### src/rtl/pipe_hazard_ctrl.sv
// pipe_hazard_ctrl -- hazard and stall controller for the five-stage pipeline.
//
// Sequences the PC and the IF/ID, ID/EXE, EXE/MEM and MEM/WB pipeline registers.
// Detects load-use hazards and taken-branch flushes. Runs a multi-cycle
// data-memory handshake for the MEM stage, with a sticky timeout.
//
// Optional feature: define HAZ_PERF_CNT_EN to build the saturating stall_cycles
// counter. Without it, stall_cycles is tied to zero.
//
// Ports:
//   CLK, reset                 clock (rising edge), asynchronous active-low reset
//   ID_Rs, ID_Rt, ID_UsesRt    source registers of the ID instruction
//   EXE_MemtoReg, EXE_Rw       EXE instruction is a load / its destination register
//   EXE_BranchTaken            branch in EXE resolved taken
//   MEM_MemtoReg, MEM_MemWr    MEM-stage load / store
//   dmem_ack, dmem_req         data-memory handshake
//   PC_En .. MEM_WB_Bubble     pipeline register enables, flushes and bubble
//   mem_timeout                sticky error flag, cleared only by reset
//   stall_cycles               count of cycles with PC_En low
module pipe_hazard_ctrl #(
  parameter int unsigned TIMEOUT = 16,
  parameter int unsigned CNT_W   = 5
) (
  input  logic        CLK,
  input  logic        reset,
  input  logic [4:0]  ID_Rs,
  input  logic [4:0]  ID_Rt,
  input  logic        ID_UsesRt,
  input  logic        EXE_MemtoReg,
  input  logic [4:0]  EXE_Rw,
  input  logic        EXE_BranchTaken,
  input  logic        MEM_MemtoReg,
  input  logic        MEM_MemWr,
  input  logic        dmem_ack,
  output logic        dmem_req,
  output logic        PC_En,
  output logic        IF_ID_En,
  output logic        IF_ID_Flush,
  output logic        ID_EXE_En,
  output logic        ID_EXE_Flush,
  output logic        EXE_MEM_En,
  output logic        MEM_WB_Bubble,
  output logic        mem_timeout,
  output logic [31:0] stall_cycles
);

  typedef enum logic [1:0] {StRun, StMemWait, StTimeout} state_e;

  state_e           state_q, state_d;
  logic [CNT_W-1:0] wait_cnt_q, wait_cnt_d;

  logic mem_acc;
  logic load_use;
  logic freeze;

  assign mem_acc  = MEM_MemtoReg | MEM_MemWr;
  assign load_use = EXE_MemtoReg && (EXE_Rw != 5'd0) &&
                    ((EXE_Rw == ID_Rs) || (ID_UsesRt && (EXE_Rw == ID_Rt)));

  // Memory freeze takes priority over every other hazard in all states.
  assign freeze = ((state_q == StRun) && mem_acc && !dmem_ack) ||
                  ((state_q == StMemWait) && !dmem_ack) ||
                  (state_q == StTimeout);

  // State register
  always_ff @(posedge CLK or negedge reset) begin
    if (!reset) begin
      state_q    <= StRun;
      wait_cnt_q <= '0;
    end else begin
      state_q    <= state_d;
      wait_cnt_q <= wait_cnt_d;
    end
  end

  // Next-state logic
  always_comb begin
    state_d    = state_q;
    wait_cnt_d = wait_cnt_q;
    unique case (state_q)
      StRun: begin
        if (mem_acc && !dmem_ack) begin
          state_d    = StMemWait;
          wait_cnt_d = CNT_W'(1);
        end
      end
      StMemWait: begin
        if (dmem_ack) begin
          state_d    = StRun;
          wait_cnt_d = '0;
        end else if (wait_cnt_q == CNT_W'(TIMEOUT)) begin
          state_d = StTimeout;
        end else begin
          wait_cnt_d = wait_cnt_q + 1'b1;
        end
      end
      StTimeout: begin
        state_d = StTimeout;
      end
      default: begin
        state_d    = StRun;
        wait_cnt_d = '0;
      end
    endcase
  end

  // Output logic
  always_comb begin
    dmem_req      = 1'b0;
    PC_En         = 1'b1;
    IF_ID_En      = 1'b1;
    IF_ID_Flush   = 1'b0;
    ID_EXE_En     = 1'b1;
    ID_EXE_Flush  = 1'b0;
    EXE_MEM_En    = 1'b1;
    MEM_WB_Bubble = 1'b0;
    // Reset low forces the pass-through defaults so an in-flight access aborts at once.
    if (reset) begin
      unique case (state_q)
        StRun:     dmem_req = mem_acc;
        StMemWait: dmem_req = 1'b1;
        default:   dmem_req = 1'b0;
      endcase
      if (freeze) begin
        PC_En         = 1'b0;
        IF_ID_En      = 1'b0;
        ID_EXE_En     = 1'b0;
        EXE_MEM_En    = 1'b0;
        MEM_WB_Bubble = 1'b1;
      end else if (EXE_BranchTaken) begin
        IF_ID_Flush  = 1'b1;
        ID_EXE_Flush = 1'b1;
      end else if (load_use) begin
        // Hold PC and IF/ID, insert a bubble behind the load.
        PC_En        = 1'b0;
        IF_ID_En     = 1'b0;
        ID_EXE_Flush = 1'b1;
      end
    end
  end

  assign mem_timeout = (state_q == StTimeout);

`ifdef HAZ_PERF_CNT_EN
  logic [31:0] stall_cnt_q;

  always_ff @(posedge CLK or negedge reset) begin
    if (!reset) begin
      stall_cnt_q <= '0;
    end else if (!PC_En && (stall_cnt_q != 32'hFFFF_FFFF)) begin
      stall_cnt_q <= stall_cnt_q + 32'd1;
    end
  end

  assign stall_cycles = stall_cnt_q;
`else
  assign stall_cycles = 32'd0;
`endif

endmodule
### config.mk
export PLATFORM = sky130hd
export DESIGN_NAME = pipe_hazard_ctrl
export DESIGN_NICKNAME = d
export VERILOG_FILES = /design/src/rtl/pipe_hazard_ctrl.sv
export SDC_FILE = /design/constraint.sdc
export NUM_CORES = 1
export LEC_CHECK = 0
export BUFFER_PORTS_ARGS = -buffer_cell sky130_fd_sc_hd__buf_4
export CELL_PAD_IN_SITES_DETAIL_PLACEMENT = 0
export CELL_PAD_IN_SITES_GLOBAL_PLACEMENT = 2
export CORE_ASPECT_RATIO = 0.8
export CORE_MARGIN = 3
export CORE_UTILIZATION = 18
export CTS_CLUSTER_DIAMETER = 100
export DETAILED_ROUTE_END_ITERATION = 12
export PLACE_DENSITY_LB_ADDON = 0.1
export SYNTH_ARGS = -nofsm -noshare
export SYNTH_HDL_FRONTEND = slang
export SYNTH_SLANG_ARGS = --single-unit
### constraint.sdc
create_clock -name CLK -period 1.49 [get_ports CLK]
set_input_delay 0.0745 -clock CLK [delete_from_list [all_inputs] [get_ports CLK]]
set_output_delay 0.0745 -clock CLK [all_outputs]
set_load 0.01 [all_outputs]
# [After elaboration in Yosys (flattened, before gate mapping)]
# Cells that the tools add are included.
[totals] reg_bits=7 inputBits=23 out_inout_bits=41 wordCells=53
[op_classes] add_sub_neg=1 eq_ne=8 mux=25 bitwise_logic=2 n_reduce_logical=15
[ops] operator="$mux 1" count=16
[ops] operator="$mux 5" count=3
[ops] operator="$pmux 5 s3" count=1
[ops] operator="$eq 5x5->1" count=2
[ops] operator="$logic_and 1x1->1" count=7
[ops] operator="$mux 2" count=3
[ops] operator="$pmux 2 s3" count=1
[ops] operator="$add 5x1->5 const B" count=1
[ops] operator="$eq 5x5->1 const B" count=1
[ops] operator="$reduce_bool 5->1" count=1
[ops] operator="$logic_or 1x1->1" count=3
[ops] operator="$ne 3x2->1 const B" count=1
[ops] operator="$ne 3x3->1 const B" count=1
[ops] operator="$reduce_and 3->1" count=1
[ops] operator="$eq 2x1->1 const B" count=1
[ops] operator="$eq 2x2->1 const B" count=1
[ops] operator="$logic_not 2->1" count=1
[ops] operator="$ne 2x1->1 const B" count=1
[ops] operator="$pmux 1 s2" count=1
[ops] operator="$reduce_and 2->1" count=1
[ops] operator="$logic_not 1->1" count=1
[ops] operator="$not 1->1" count=1
[ops] operator="$or 1x1->1" count=1

# [Depth between registers and ports, before layout]
# Gate-level depths: netlist (run 1).
[logic_depth] ltp_word=8 mapped_depth=6 ltp_nobuf=6

# [Worst setup path before layout (run 1)]
# OpenSTA, ideal clock, no wires.
[synth_timing] kind="register -> register" from="reg wait_cnt_q[0]" to="reg wait_cnt_q[3]" setup_ps=77 arrival_time_ps=1561 required_ps=1413 slack_ps=-148 path_stages_with_launch=7 n_path_buf=0 period_less_slack_ps=1638 cell_sequence="dfrtp_1 inv_1 ha_1 nor4bb_4 a211o_1 or3_1 a21oi_1"
[synth_via] elab_chain_len=4 elab_cells_between_ends=7 cone_classes="1 x add/sub; 2 x eq/ne; 3 x mux; 1 x reduce/logical"
[synth_lines] item="start, declared" line="50" text="logic [CNT_W-1:0] wait_cnt_q, wait_cnt_d;"
[synth_lines] item="start signal, assigned" line="72" text="wait_cnt_q <= wait_cnt_d;"
[synth_lines] item="$add 5x1->5" line="94" text="wait_cnt_d = wait_cnt_q + 1'b1;"
[synth_lines] item="$mux 5" line="91" text="end else if (wait_cnt_q == CNT_W'(TIMEOUT)) begin"
[synth_lines] item="$mux 5" line="88" text="if (dmem_ack) begin"
[synth_lines] item="$pmux 5 s3" line="80" text="unique case (state_q)"
# Parallel ways exist; a longest one is shown, timed or not. The select of a mux whose other input is x is not followed.
# A chain may end at the register's enable or synchronous reset.

# [Worst setup path after layout (run 1)]
[layout_timing] from="reg state_q[0]" to="out PC_En"
[layout_via] elab_chain_len=7 elab_cells_between_ends=10 cone_classes="2 x eq/ne; 2 x mux; 6 x reduce/logical"
[layout_lines] item="start, declared" line="49" text="state_e state_q, state_d;"
[layout_lines] item="start signal, assigned" line="68" text="state_q <= StRun;"
[layout_lines] item="start signal, assigned" line="71" text="state_q <= state_d;"
[layout_lines] item="$logic_not 2->1" line="61" text="assign freeze = ((state_q == StRun) && mem_acc && !dmem_ack) ||"
[layout_lines] item="$logic_and 1x1->1 (2 in a row)" line="61"
[layout_lines] item="$logic_or 1x1->1" line="61"
[layout_lines] item="$logic_or 1x1->1 (*)" line="62" text="((state_q == StMemWait) && !dmem_ack) ||"
[layout_lines] item="$mux 1 (*)" line="124" text="if (freeze) begin"
[layout_lines] item="$mux 1 (*)" line="118" text="if (reset) begin"
[layout_lines] item="end, declared" line="36" text="output logic PC_En,"
# Every way passes the cells marked *; elsewhere a longest branch is shown, timed or not.

==> reports/qor.txt, run 1 <==
Placement Setup Slack -> -0.116 ns
Hold Path Cell Cnt -> 2
CTS max path bufs -> 2
chip width -> 84.0 µm
first-pass GRT wire length -> 3080 µm
clock skew -> 0.000768 ns
worst r2r src -> wait_cnt_q[0]$_DFFE_PN0P_
CTS tree -> built
CTS clk-pin slew, worst paths -> 0.04 ns
pwr/cell area -> 587 nW/µm²
Multi-input gate area -> 631 µm²
CTS buffer count -> 3
area grow syn2layout -> 55.7%
final WL -> 2210 µm
number of H-tree levels -> 1
FF-to-FF End -> wait_cnt_q[4]$_DFFE_PN0P_
Worst Hold End -> state_q[0]$_DFFE_PN0P_
CP Class -> reg -> out
Remaining Overflow, GRT -> 0
gr usage total -> 0.0688
Die ar. -> 5740 µm²
RSZ-0062 raised after global routing -> yes
Leakage -> 0.690 nW
register area -> 175 µm²
Startpoint Class -> register
CP max stage cell -> dfrtp_1
largest net degree at the start of global routing -> 12
status -> finished, violations left
CTS Sinks -> 7
synthesized area -> 876 µm²
total number of vias -> 788
Largest stage delay, worst path -> 0.40 ns
synth unique cells -> 31
Core Area -> 4650 µm²
ratio of cells with drive above 1 in the final layout -> 0.463
vias per inst -> 3.58
critical path cell sequence -> or3_4 > a21oi_4 > buf_4 > o32a_1 > buf_4
largest fanout on the critical path -> 4
Pwr Total -> 0.800 mW
f_max -> 0.601 GHz
violated checks -> setup timing
most frequent cells in the layout -> buf_4, conb_1, xor2_1
ANT cells -> 0
Post-Syn Area per Cell -> 8.19 µm²
Final Max Tran Viols -> 0
HP Class -> in -> reg
reg2reg path depth -> 6
final worst-path setup slack -> -0.175 ns
row count -> 22
Final nets -> 186
fin crit period -> 1.66 ns
WHS -> 0.0560 ns
Mapped Cells -> 107
setup violators final -> 10
Top cell by count, worst path -> buf_4
port buffer count -> 31
post-DP HPWL -> 1820 µm
Yosys reg bits -> 7
yosys warns -> 0
Final Hold Fails -> 0
Initial Util -> 0.188
max cap viols -> 0
Fillers -> 503
die height -> 68.4 µm
sequential area share after synthesis -> 0.200
DRT iter0 DRCs -> 22
Hold Path Origin -> dmem_ack
worst endpoint data arrival time -> 1.59 ns
CP required -> 1.42 ns
DRT Pass-1 Iters -> 2
Final GP Congestion -> 0.731
worst-skew pair later-pin latency -> 0.23 ns
I/O Pins -> 64
leading cell type in the layout, fill and taps excluded -> buf_4
clk root buf -> clkbuf_8
Residual DRC -> 0
vias in the first global route -> 673
endpoint class of the critical path -> primary output
Peak VDD IR -> 0.230 mV
Routed Antenna Nets -> 0
routed length per instance -> 10.0 µm
initial antenna violation count -> 0
crit share post-route -> 1.12
worst reg2reg setup slack -> -0.15 ns
-- power breakdown --
part	switching [mW]	total, mW	internal, mW
sequential	0.00744	0.209	0.201
clock	0.0863	0.272	0.186
combinational	0.159	0.320	0.161
-- layout make-up --
cell class,instances,area share
tap,60,0.0550
inverter,6,0.0165
timing repair buffer,53,0.305
clock buffer,4,0.0330
sequential,7,0.128
multi-input combinational,90,0.462
-- stage by stage --
stage          cell area [µm²]  utilization  cells  setup TNS, ns
2_1_floorplan             1010            -    138         -0.172
3_3_place_gp              1180        0.254    211         -0.275
3_5_place_dp              1180        0.254    211         -0.396
4_1_cts                   1290        0.277    219          -1.16
5_1_grt                   1360        0.293    220          -1.98
6_report                  1360        0.293    220          -1.26
-- synthesized netlist by cell type --
cell type | count | area share
nor3b_1 | 2 | 0.017
conb_1 | 1 | 0.0043
a21oi_1 | 3 | 0.017
nand2b_1 | 1 | 0.0071
ha_1 | 2 | 0.029
or3_1 | 3 | 0.021
nor2_1 | 5 | 0.021
a211o_1 | 2 | 0.020
xor2_1 | 9 | 0.090
nand2_1 | 4 | 0.017
nor4_1 | 2 | 0.014
buf_4 | 34 | 0.29
a21boi_0 | 1 | 0.0086
a32oi_1 | 1 | 0.010
mux2_2 | 1 | 0.013
o32a_1 | 1 | 0.011
o31ai_1 | 1 | 0.0086
or4_1 | 1 | 0.0086
a2111oi_0 | 1 | 0.010
buf_6 | 1 | 0.013
o21ba_1 | 1 | 0.011
nor2b_1 | 1 | 0.0071
inv_1 | 6 | 0.026
nor3_1 | 3 | 0.017
a21o_1 | 1 | 0.0086
xnor2_1 | 1 | 0.010
o21ai_0 | 6 | 0.034
nand3_1 | 3 | 0.017
and3_1 | 1 | 0.0071
dfrtp_1 | 7 | 0.20
nor4bb_4 | 1 | 0.029
-- worst max-delay path, delay by kind of cell (launching register included) --
kind            cells  cell delay (ns)
compound gates      2             0.35
flops               1             0.40
buf+inv             2             0.26
simple gates        1             0.35
-- what timing repair did --
item / 4_1_cts / 5_1_grt
hold buffers: 1 / 0
setup buffers: 3 / 2
pin swaps: 5 / 4
endpoints found under the hold margin: 7 / 0
setup endpoints to repair: 11 / 14
gates resized for setup: 10 / 17
-- metal layers --
metal / vias up / global-route usage / part of all wire
met5: - / 0 / 0
met4: 0 / 0.0120 / 0
met3: 0 / 0.0289 / 0.068
met2: 28 / 0.105 / 0.49
met1: 355 / 0.0919 / 0.44
li1: 405 / - / -
-- worst max-delay path by stage --
| stage | startpoint | cells past startpoint | to | slack [ns] |
|---|---|---|---|---|
| floorplan | wait_cnt_q[0]$_DFFE_PN0P_ | 6 | wait_cnt_q[3]$_DFFE_PN0P_ | -0.08 |
| global placement | state_q[0]$_DFFE_PN0P_ | 5 | ID_EXE_Flush | -0.07 |
| detailed placement | wait_cnt_q[0]$_DFFE_PN0P_ | 6 | wait_cnt_q[4]$_DFFE_PN0P_ | -0.12 |
| CTS | state_q[0]$_DFFE_PN0P_ | 5 | ID_EXE_Flush | -0.19 |
| global route | state_q[0]$_DFFE_PN0P_ | 5 | IF_ID_En | -0.25 |
| finish | state_q[0]$_DFFE_PN0P_ | 5 | PC_En | -0.17 |
-- sequential cells by signal, summed over array words and instances, names as in the netlist --
signal,flops
state_q,2
wait_cnt_q,5
-- logic make-up after synthesis --
kind of cell | share of synthesized area
flops | 0.200
xor+xnor | 0.100
buf+inv | 0.330
mux | 0.0129
other cells | 0.00428
simple gates | 0.184
compound gates | 0.140
fa+ha+maj | 0.0286
Note: power is estimated with default switching activity, not from simulation.
==> run 2, diff against run 1 <==
--- a/config.mk
+++ b/config.mk
@@ -10,8 +10,9 @@
 export CELL_PAD_IN_SITES_GLOBAL_PLACEMENT = 2
 export CORE_ASPECT_RATIO = 0.8
 export CORE_MARGIN = 3
-export CORE_UTILIZATION = 18
-export CTS_CLUSTER_DIAMETER = 100
+export CORE_UTILIZATION = 19
+export CTS_BUF_LIST = sky130_fd_sc_hd__clkbuf_8
+export CTS_CLUSTER_DIAMETER = 40
 export DETAILED_ROUTE_END_ITERATION = 12
 export PLACE_DENSITY_LB_ADDON = 0.1
 export SYNTH_ARGS = -nofsm -noshare
==> run 2 against run 1 <==
Against the previous run:
- the run still ends with setup timing left
- sequential cell count unchanged
- count of clock-buffer cells in the layout fell by 1
- worst hold slack lost 0.022 ns
- sequential share of layout area increased by 0.68 points
- largest cell class unchanged
- sequential power barely moved
- fmax grew 1.1%
- critical endpoint is now ID_EXE_Flush
- largest power group unchanged
- cell count decreased by 2.7%
- routed wire length fell by 2.4%
- total power shrank 3.9%
==> reports/qor.txt, run 2 (synthesis results as in run 1) <==
CTS buffer count -> 3 (unchanged)
HP Class -> in -> reg (unchanged)
worst reg2reg setup slack -> -0.09 ns (was -0.15 ns)
status -> finished, violations left (unchanged)
die height -> 66.7 µm (was 68.4 µm)
RSZ-0062 raised after global routing -> yes (unchanged)
Residual DRC -> 0 (unchanged)
DRT iter0 DRCs -> 19 (was 22)
worst endpoint data arrival time -> 1.57 ns (was 1.59 ns)
Final GP Congestion -> 0.751 (was 0.731)
CP Class -> reg -> out (unchanged)
Largest register FFs -> 5 (unchanged)
area grow syn2layout -> 47.9% (was 55.7%)
vias in the first global route -> 805 (was 673)
DRT Pass-1 Iters -> 4 (was 2)
Final Util -> 0.301 (was 0.293)
initial antenna violation count -> 0 (unchanged)
endpoint class of the critical path -> primary output (unchanged)
WHS -> 0.0342 ns (was 0.0560 ns)
chip width -> 81.9 µm (was 84.0 µm)
pwr/cell area -> 594 nW/µm² (was 587 nW/µm²)
post-DP HPWL -> 1850 µm (was 1820 µm)
first-pass GRT wire length -> 3560 µm (was 3080 µm)
internal cell power -> 0.527 mW (was 0.548 mW)
Startpoint Class -> register (unchanged)
vias per inst -> 3.76 (was 3.58)
fin crit period -> 1.65 ns (was 1.66 ns)
switching share of total power -> 0.315 (was 0.316)
Final nets -> 183 (was 186)
Die ar. -> 5470 µm² (was 5740 µm²)
CTS clk-pin slew, worst paths -> 0.04 ns (about the same)
Most flops, register -> wait_cnt_q (unchanged)
reg2reg path depth -> 5 (was 6)
largest fanout on the critical path -> 4 (unchanged)
Sw Pwr -> 0.242 mW (was 0.253 mW)
total number of vias -> 804 (was 788)
CTS max path bufs -> 2 (unchanged)
setup violators final -> 12 (was 10)
port buffer count -> 31 (unchanged)
Final Hold Fails -> 0 (unchanged)
Remaining Overflow, GRT -> 0 (unchanged)
clk root buf -> clkbuf_8 (unchanged)
Final Cell Area -> 1290 µm² (was 1360 µm²)
Routed Antenna Nets -> 0 (unchanged)
I/O Pins -> 64 (unchanged)
Peak VDD IR -> 0.179 mV (was 0.230 mV)
Initial Util -> 0.203 (was 0.188)
leading cell type in the layout, fill and taps excluded -> buf_4 (unchanged)
ANT cells -> 0 (unchanged)
Core Area -> 4310 µm² (was 4650 µm²)
Flop pwr share -> 0.269 (was 0.261)
CP required -> 1.42 ns (about the same)
worst setup path end -> ID_EXE_Flush (was PC_En)
CTS tree -> built (unchanged)
FF-to-FF End -> wait_cnt_q[3]$_DFFE_PN0P_ (was wait_cnt_q[4]$_DFFE_PN0P_)
worst r2r src -> state_q[0]$_DFFE_PN0P_ (was wait_cnt_q[0]$_DFFE_PN0P_)
Comb power frac -> 0.377 (was 0.400)
number of H-tree levels -> 1 (unchanged)
Leakage -> 0.661 nW (was 0.690 nW)
most frequent cells in the layout -> buf_4, conb_1, xor2_1 (unchanged)
worst-skew pair later-pin latency -> 0.23 ns (about the same)
routed length per instance -> 10.1 µm (was 10.0 µm)
clock skew -> 0.00463 ns (was 0.000768 ns)
Largest regs -> wait_cnt_q: 5 flops, state_q: 2 flops (unchanged)
violated checks -> setup timing (unchanged)
dpl cell area -> 1150 µm² (was 1180 µm²)
f_max -> 0.607 GHz (was 0.601 GHz)
clock power share -> 0.355 (was 0.340)
ratio of cells with drive above 1 in the final layout -> 0.401 (was 0.463)
row count -> 21 (was 22)
final worst-path setup slack -> -0.156 ns (was -0.175 ns)
CP startpoint -> state_q[0]$_DFFE_PN0P_ (unchanged)
crit share post-route -> 1.10 (was 1.12)
Final Max Tran Viols -> 0 (unchanged)
Placement Setup Slack -> -0.122 ns (was -0.116 ns)
final WL -> 2160 µm (was 2210 µm)
gr usage total -> 0.0853 (was 0.0688)
CTS Sinks -> 7 (unchanged)
max cap viols -> 0 (unchanged)
largest net degree at the start of global routing -> 8 (was 12)
-- run 2: timing repair --
item / CTS / global route
hold endpoints to repair: 7 / 0
endpoints found under the setup margin: 10 / 14
pin swaps: 5 / 2
setup buffers: 4 / 1
hold buffers: 1 / 0
gates resized for setup: 9 / 9
-- run 2: area by class of cell --
cell class	instances	area (µm²)
clock buffer	3	41.3
clock inverter	1	5.00
multi-input combinational	90	579
sequential	7	175
tap	57	71.3
timing repair buffer	50	400
inverter	6	22.5
fill	459	3010
-- run 2: worst min-delay path by stage --
stage / startpoint / end / slack [ns] / cells past startpoint
after floorplan: reset / state_q[0]$_DFFE_PN0P_ / -0.22 / 0
after global placement: reset / wait_cnt_q[2]$_DFFE_PN0P_ / -0.08 / 1
after detailed placement: reset / state_q[1]$_DFFE_PN0P_ / -0.08 / 1
after CTS: dmem_ack / state_q[0]$_DFFE_PN0P_ / 0.04 / 2
after global routing: dmem_ack / state_q[0]$_DFFE_PN0P_ / 0.04 / 2
final: dmem_ack / state_q[0]$_DFFE_PN0P_ / 0.03 / 2
-- run 2: critical path, cell delays in order (launching register included) --
cell and delay [ns]:
dfrtp_1 0.39, or3_4 0.34, a21oi_4 0.21, nand2_2 0.08
o31ai_4 0.19, buf_6 0.13
-- run 2: power by group through the flow --
stage / registers (mW) / logic, mW / clock network, mW
floorplan: 0.212 / 0.200 / 0
CTS: 0.206 / 0.289 / 0.286
finish: 0.207 / 0.290 / 0.273
detailed placement: 0.210 / 0.267 / 0
global route: 0.207 / 0.328 / 0.298
global placement: 0.210 / 0.270 / 0
-- run 2: stage by stage --
step                setup TNS, ns  total power [mW]  std cells
floorplan                  -0.172             0.412        138
global placement           -0.147             0.479        205
detailed placement         -0.241             0.477        205
CTS                         -1.29             0.781        214
global route                -2.14             0.833        214
finish                      -1.07             0.769        214
-- run 2: per-layer routing --
| layer | global-route usage | share of wire | wire, µm |
|---|---|---|---|
| met5 | 0 | 0 | 0 |
| met3 | 0.0176 | 0.073 | 158 |
| met2 | 0.150 | 0.48 | 1040 |
| met4 | 0.0249 | 0 | 0 |
| met1 | 0.104 | 0.44 | 954 |
